## config.mk

```make
export PLATFORM = sky130hd
export DESIGN_NAME = button_led_ctrl
export DESIGN_NICKNAME = d
export VERILOG_FILES = /design/src/rtl/button_led_ctrl.sv
export SDC_FILE = /design/constraint.sdc
export NUM_CORES = 1
export LEC_CHECK = 0
export BUFFER_PORTS_ARGS = -buffer_cell sky130_fd_sc_hd__buf_2
export CORE_ASPECT_RATIO = 0.8
export CORE_MARGIN = 2
export CORE_UTILIZATION = 66
export CTS_BUF_LIST = sky130_fd_sc_hd__clkbuf_4 sky130_fd_sc_hd__clkbuf_8 sky130_fd_sc_hd__clkbuf_16
export DETAILED_ROUTE_END_ITERATION = 16
export PLACE_DENSITY = 0.81
export SYNTH_ARGS = -nofsm -noshare
export SYNTH_HDL_FRONTEND = slang
export SYNTH_SLANG_ARGS = --single-unit
export TNS_END_PERCENT = 10
```

## constraint.sdc

```tcl
create_clock -name clk -period 3.8 [get_ports clk]
set_clock_uncertainty 0.05 [all_clocks]
set_input_delay 0.95 -clock clk [delete_from_list [all_inputs] [get_ports clk]]
set_output_delay 0.95 -clock clk [all_outputs]
set_load 0.02 [all_outputs]
```

## src/rtl/button_led_ctrl.sv

```systemverilog
`default_nettype none
// ============================================================================
// Module      : button_led_ctrl
// Description : Button synchroniser/debouncer with press pulses. It drives the
//               LEDs in momentary, toggle or up/down-count mode. Optional PWM
//               dimming of the LEDs is enabled by the macro BTN_LED_PWM_EN.
// Revision    : 1.0 - initial release
// ============================================================================
module button_led_ctrl #(
    parameter int NUM_BTN         = 5,
    parameter int NUM_LED         = 8,
    parameter int DEBOUNCE_CYCLES = 1000000,
    parameter int CNT_W           = 20
) (
    input  logic               clk,
    input  logic               rst_n,
    input  logic [NUM_BTN-1:0] btn_in,
    input  logic [1:0]         mode,
`ifdef BTN_LED_PWM_EN
    input  logic [7:0]         duty,
`endif
    output logic [NUM_LED-1:0] led,
    output logic [NUM_BTN-1:0] btn_state,
    output logic [NUM_BTN-1:0] btn_press
);

    localparam logic [CNT_W-1:0] c_DB_LAST   = CNT_W'(DEBOUNCE_CYCLES - 1);
    localparam logic [1:0]       c_MODE_MOM  = 2'b00;
    localparam logic [1:0]       c_MODE_TOG  = 2'b01;
    localparam logic [1:0]       c_MODE_CNT  = 2'b10;

    logic [NUM_BTN-1:0] r_sync1;
    logic [NUM_BTN-1:0] r_sync2;
    logic [NUM_BTN-1:0] w_accept;
    logic [NUM_BTN-1:0] r_tog;
    logic [NUM_LED-1:0] r_cnt_val;
    logic [NUM_LED-1:0] r_led;
    logic [NUM_LED-1:0] w_led_next;
    logic               w_inc;
    logic               w_dec;

    always_ff @(posedge clk) begin
        if (!rst_n) begin
            r_sync1 <= '0;
            r_sync2 <= '0;
        end else begin
            r_sync1 <= btn_in;
            r_sync2 <= r_sync1;
        end
    end

    // Any cycle where the synchronised level agrees with the accepted one restarts the run.
    for (genvar i = 0; i < NUM_BTN; i++) begin : g_db
        logic [CNT_W-1:0] r_db_cnt;
        logic             w_differ;

        assign w_differ    = r_sync2[i] ^ btn_state[i];
        assign w_accept[i] = w_differ && (r_db_cnt == c_DB_LAST);

        always_ff @(posedge clk) begin
            if (!rst_n || !w_differ || w_accept[i]) begin
                r_db_cnt <= '0;
            end else begin
                r_db_cnt <= r_db_cnt + CNT_W'(1);
            end
        end
    end

    always_ff @(posedge clk) begin
        if (!rst_n) begin
            btn_state <= '0;
            btn_press <= '0;
        end else begin
            btn_state <= btn_state ^ w_accept;
            btn_press <= w_accept & r_sync2;
        end
    end

    assign w_inc = btn_press[0] & ~btn_press[1];
    assign w_dec = btn_press[1] & ~btn_press[0];

    always_ff @(posedge clk) begin
        if (!rst_n) begin
            r_tog     <= '0;
            r_cnt_val <= '0;
        end else begin
            r_tog <= r_tog ^ btn_press;
            if (btn_press[2]) begin
                r_cnt_val <= '0;
            end else if (w_inc) begin
                r_cnt_val <= r_cnt_val + NUM_LED'(1);
            end else if (w_dec) begin
                r_cnt_val <= r_cnt_val - NUM_LED'(1);
            end
        end
    end

    always_comb begin
        w_led_next = '0;
        case (mode)
            c_MODE_MOM: w_led_next = NUM_LED'(btn_state);
            c_MODE_TOG: w_led_next = NUM_LED'(r_tog);
            c_MODE_CNT: w_led_next = r_cnt_val;
            default:    w_led_next = '0;
        endcase
    end

    always_ff @(posedge clk) begin
        if (!rst_n) begin
            r_led <= '0;
        end else begin
            r_led <= w_led_next;
        end
    end

`ifdef BTN_LED_PWM_EN
    logic [7:0] r_pwm_cnt;
    logic       r_pwm_on;

    always_ff @(posedge clk) begin
        if (!rst_n) begin
            r_pwm_cnt <= '0;
            r_pwm_on  <= 1'b0;
        end else begin
            r_pwm_cnt <= r_pwm_cnt + 8'd1;
            r_pwm_on  <= (r_pwm_cnt < duty);
        end
    end

    assign led = r_led & {NUM_LED{r_pwm_on}};
`else
    assign led = r_led;
`endif

endmodule
`default_nettype wire

```

# After elaboration in Yosys (flattened, before gate mapping)
# Index checks and enable logic that the tools add are counted.
totals:
  reg_bits: 141
  latch_bits: 0
  ram_bits: 0
  rom_bits: 0
  input_bits: 9
  output_inout_bits: 18
  mem_count: 0
classes:
  addsub: 7
  mul: 0
  n_div: 0
  n_lt_le_gt_ge: 0
  eq_ne: 7
  n_shift: 0
  mux: 3
  bitwise: 13
  n_reduce_logical: 24
ops:
  columns: ["op", "count"]
  rows:
  - ["adder 20 x 1 -> 20 bit, second input constant", 5]
  - ["equality test 20 bit, second input constant", 5]
  - ["case mux 8 bit (3 select lines)", 1]
  - ["2-to-1 mux 8 bit", 2]
  - ["logical OR 1 bit", 10]
  - ["XOR 5 bit", 2]
  - ["adder 8 x 1 -> 8 bit, second input constant", 1]
  - ["subtractor 8 x 1 -> 8 bit, second input constant", 1]
  - ["zero test 1 bit", 6]
  - ["bitwise AND 5 bit", 1]
  - ["logical AND 1 bit", 5]
  - ["XOR 1 bit", 5]
  - ["inverter 1 bit", 3]
  - ["bitwise AND 1 bit", 2]
  - ["equality test 2 x 1 -> 1 bit, second input constant", 1]
  - ["equality test 2 bit, second input constant", 1]
  - ["zero test 2 bit", 1]
  - ["nonzero test 2 bit", 1]
  - ["OR reduction 2 bit", 1]

# Logic depth before layout (Yosys ltp)
logic_depth:
  word_depth: 4
  mapped_depth: 9

# Worst setup path before layout
# No wires, ideal clock.
synth_path:
  path_type: "reg-to-reg"
  start: "reg btn_press[1]"
  end: "reg r_cnt_val[7]"
  setup_time_ns: 0.118
  arrival_time_ns: 2.177
  setup_slack_ns: 1.455
  path_stages_with_launch: 10
  n_path_buf: 0
  synth_period_minus_slack_ns: 2.345
  path_cell_list: "dfxtp_1 > inv_1 > ha_1 > inv_1 > ha_1 > a21oi_1 > a211oi_1 > or3_1 > a21o_1 > mux2i_1"
synth_between:
  elab_chain_len: 3
  word_cells_on_any_way: 5
synth_rtl:
  columns: ["item", "line_no", "text"]
  rows:
  - ["start: declaration", "24", "output logic [NUM_BTN-1:0] btn_press"]
  - ["start signal: assignment", "75", "btn_press <= w_accept & r_sync2;"]
  - ["inverter 1 bit", "79", "assign w_inc = btn_press[0] & ~btn_press[1];"]
  - ["bitwise AND 1 bit", "79", null]
  - ["2-to-1 mux 8 bit or nonzero test 2 bit (tied branches)", null, null]
  - ["end signal: assignment", "91", "r_cnt_val <= r_cnt_val + NUM_LED'(1);"]
  - ["end signal: assignment", "93", "r_cnt_val <= r_cnt_val - NUM_LED'(1);"]
  - ["end: declaration", "36", "logic [NUM_LED-1:0] r_cnt_val;"]
# Several ways; a longest one is shown, not always the timed one.
# A chain may end at the register's enable or synchronous reset.

# Final worst setup path
# Same ends and word-level chain as after synthesis.

==> summary.txt <==
Global routing
  • Antenna violations before repair: 0
  • Total global-route track usage: 0.247
  • Vias in the first global route: 4265
  • Largest net degree at the start of global routing: 39
  • Total grt overflow: 0
  • Global-route wire length before repair: about 20000 um

Placement
  • Placed cell count: between 700 and 800
  • DP HPWL: 7510 um
  • GPL Wtd Cong: 0.918
  • Setup WS pre-CTS: between 1 and 1.5 ns
  • I/O Buffers: 26

CTS
  • Clock slew at reported path FFs: 0.06 ns
  • Clock buffer count from CTS: 17
  • Clk root buf: clkbuf_16
  • Hold_buf cts: 0
  • CTS tree: done
  • CTS sink count: 141
  • Post-CTS Resized: 0
  • H-Tree Depth: 4
  • Clock buffer depth: 2
  • Post CTS Setup Buffer Count: 0
  • Latest clock arrival within the worst-skew pair: 0.42 ns

Synthesis
  • Average size of a mapped cell: 9.05 um^2
  • Yosys reg bits: between 100 and 150
  • Mapped Area: 0.00604 mm^2
  • Post-Syn Nets: 690
  • Synth cell types: 41
  • Seq/Total Area, Yosys: 0.468
  • Yosys warns: 0
  • Mapped Cells: between 600 and 700

Die
  • Total I/O pin count: 27
  • Initial core utilization: 0.674
  • Core Rows: 31
  • Die Width: 111 um
  • Die area: 0.00993 mm^2
  • Die H: approximately 90 um
  • Core ar.: 0.00896 mm^2

Critical path
  • CP required: 4.06 ns
  • Critical path type: reg -> reg
  • Critical path endpoint category: flip-flop
  • Critical path arrival: 2.85 ns
  • Startpoint types: flip-flop
  • CP max FO: 7

Power and ir drop
  • Worst IR Drop VDD: 0.000508 V
  • PD cells: 466 mW/mm^2
  • Leakage: about 0.0025 uW
  • Final Total Pwr: 3170 uW

Cells and area
  • Most frequent cells in the layout: dfxtp_1, nor2_1, xor2_1
  • Fill cell count: 623
  • Commonest non-fill, non-tap cell in the layout: dfxtp_1
  • Core Util, Final: 0.759
  • Diodes inserted: 0
  • Area Growth Syn to Fin: 12.6%
  • Finished Layout Cells: about 820
  • Total Nets Final: around 720
  • Fraction of layout cells with a size suffix above 1: 0.0934

Hold path
  • Min-Delay Path Class: reg -> reg

STA
  • Final slew viol count: 0
  • RSZ-0062 raised after global routing: no
  • Final setup margin: 1.21 ns
  • Hold violation total from the final report: 0
  • Setup tns final: 0 ns
  • Fmax achieved: about 390 MHz
  • Period minus WS final: 2.59 ns
  • Final Setup Violations: 0
  • Post-route clock period utilization: 0.681
  • Slew headroom: 0.422
  • Worst Max-Slew Pin Slew: between 0.8 and 0.9 ns

Drt
  • Drt total wl: around 12000 um
  • DRC: 0
  • Drt wl/cell: 14.1 um
  • Number of DRC markers in iteration 0: 294
  • Post-DRT Antenna Nets: 0
  • Pre-antenna DRT Iters: 5
  • Vias: 4559
  • DR vias/cell: 5.55

Job
  • Max-cap violations: 0

Status
  • Status: complete, no violations
==> Yosys cell counts (all sizes together) <==
| cell | instances | share of area |
|---|---|---|
| nor2 | 121 | 0.075 |
| nand2 | 47 | 0.029 |
| mux2i | 11 | 0.018 |
| inv | 19 | 0.012 |
| or3 | 4 | 0.0041 |
| clkbuf | 8 | 0.0052 |
| nand4b | 1 | 0.0015 |
| a21boi | 1 | 0.0012 |
| nor3 | 15 | 0.012 |
| nor4 | 9 | 0.012 |
| xnor2 | 33 | 0.048 |
| nand3b | 3 | 0.0037 |
| ha | 13 | 0.027 |
| or4 | 3 | 0.0044 |
| dfxtp | 141 | 0.47 |
| nor4b | 8 | 0.012 |
| a31oi | 1 | 0.0010 |
| fa | 1 | 0.0033 |
| xor2 | 69 | 0.10 |
| or2 | 1 | 0.0010 |
| nor2b | 7 | 0.0073 |
| o31ai | 2 | 0.0025 |
| and4 | 9 | 0.013 |
| and3 | 9 | 0.0093 |
| o211ai | 1 | 0.0012 |
| nand4 | 22 | 0.023 |
| buf | 10 | 0.012 |
| nand2b | 2 | 0.0021 |
| a211oi | 1 | 0.0012 |
| nor3b | 1 | 0.0012 |
| and2 | 26 | 0.027 |
| nand3 | 46 | 0.041 |
| a21o | 3 | 0.0037 |
| a21oi | 9 | 0.0075 |
| or3b | 1 | 0.0015 |
| o21ai | 9 | 0.0075 |
==> registers in the layout (all words and copies together), names as in the netlist, named ones only <==
| register | flops |
|---|---|
| r_cnt_val | 8 |
| g_db.r_db_cnt | 100 |
| r_sync1 | 5 |
| r_sync2 | 5 |
| led | 8 |
| btn_press | 5 |
| r_tog | 5 |
==> critical path, cell delays in order, from the launching register on <==
cell and delay (ns):
dfxtp_1 0.38, inv_1 0.06, ha_1 0.23, inv_1 0.24
ha_1 0.33, a21oi_1 0.33, a211oi_1 0.17, or3_1 0.38
a21o_1 0.19, mux2i_1 0.11
==> cells by family (layout without fill, tap and decap cells) <==
group | count (synthesis) | after routing | synth area share
flip-flops | 141 | 141 | 0.468
XOR/XNOR | 102 | 102 | 0.148
AO/OA/AOI/OAI | 27 | 27 | 0.0259
buffers and inverters | 37 | 77 | 0.0294
adder cells (fa/ha/maj) | 14 | 14 | 0.0303
AND/OR/NAND/NOR | 335 | 335 | 0.280
multiplexers | 11 | 11 | 0.0182
==> where the power goes <==
group          leakage [uW]  switching, uW  internal, uW  total (uW)
logic               0.00107           23.9          10.9        34.7
clock network      0.000285            618          1030        1650
registers           0.00114           4.14          1490        1490
==> final timing paths <==
| kind | startpoint | end | slack [ns] | cells after the start |
|---|---|---|---|---|
| max | btn_press[1]$_SDFF_PN0_ | r_cnt_val[7]$_SDFFE_PP0P_ | 1.21 | 9 |
| min | r_sync1[0]$_SDFF_PN0_ | r_sync2[0]$_SDFF_PN0_ | 0.38 | 1 |
| max reg2reg | btn_press[1]$_SDFF_PN0_ | r_cnt_val[7]$_SDFFE_PP0P_ | 1.21 | 9 |
| min reg2reg | r_sync1[0]$_SDFF_PN0_ | r_sync2[0]$_SDFF_PN0_ | 0.38 | 1 |
==> layer usage <==
layer | up-vias | track usage | share of wire
li1 | 2294 | - | -
met1 | 2176 | 0.305 | 0.46
met2 | 75 | 0.425 | 0.48
met3 | 14 | 0.0685 | 0.039
met4 | 0 | 0.0898 | 0.013
met5 | - | 0 | 0
==> cell type report <==
cell class,instances,area (um^2),share of cell area
clock buffer,22,482,0.0709
clock inverter,10,114,0.0167
multi-input combinational,489,3040,0.446
sequential,141,2820,0.415
tap,115,144,0.0212
timing repair buffer,26,130,0.0191
inverter,19,71.3,0.0105
==> per-stage QoR <==
stage / area (um^2) / hold WS [ns]
CTS: 6800 / 0.383
floorplan: 6040 / 0.361
global route: 6800 / 0.396
global placement: 6200 / 0.364
detailed placement: 6200 / 0.369
finish: 6800 / 0.383
(Power assumes the default switching activity.)
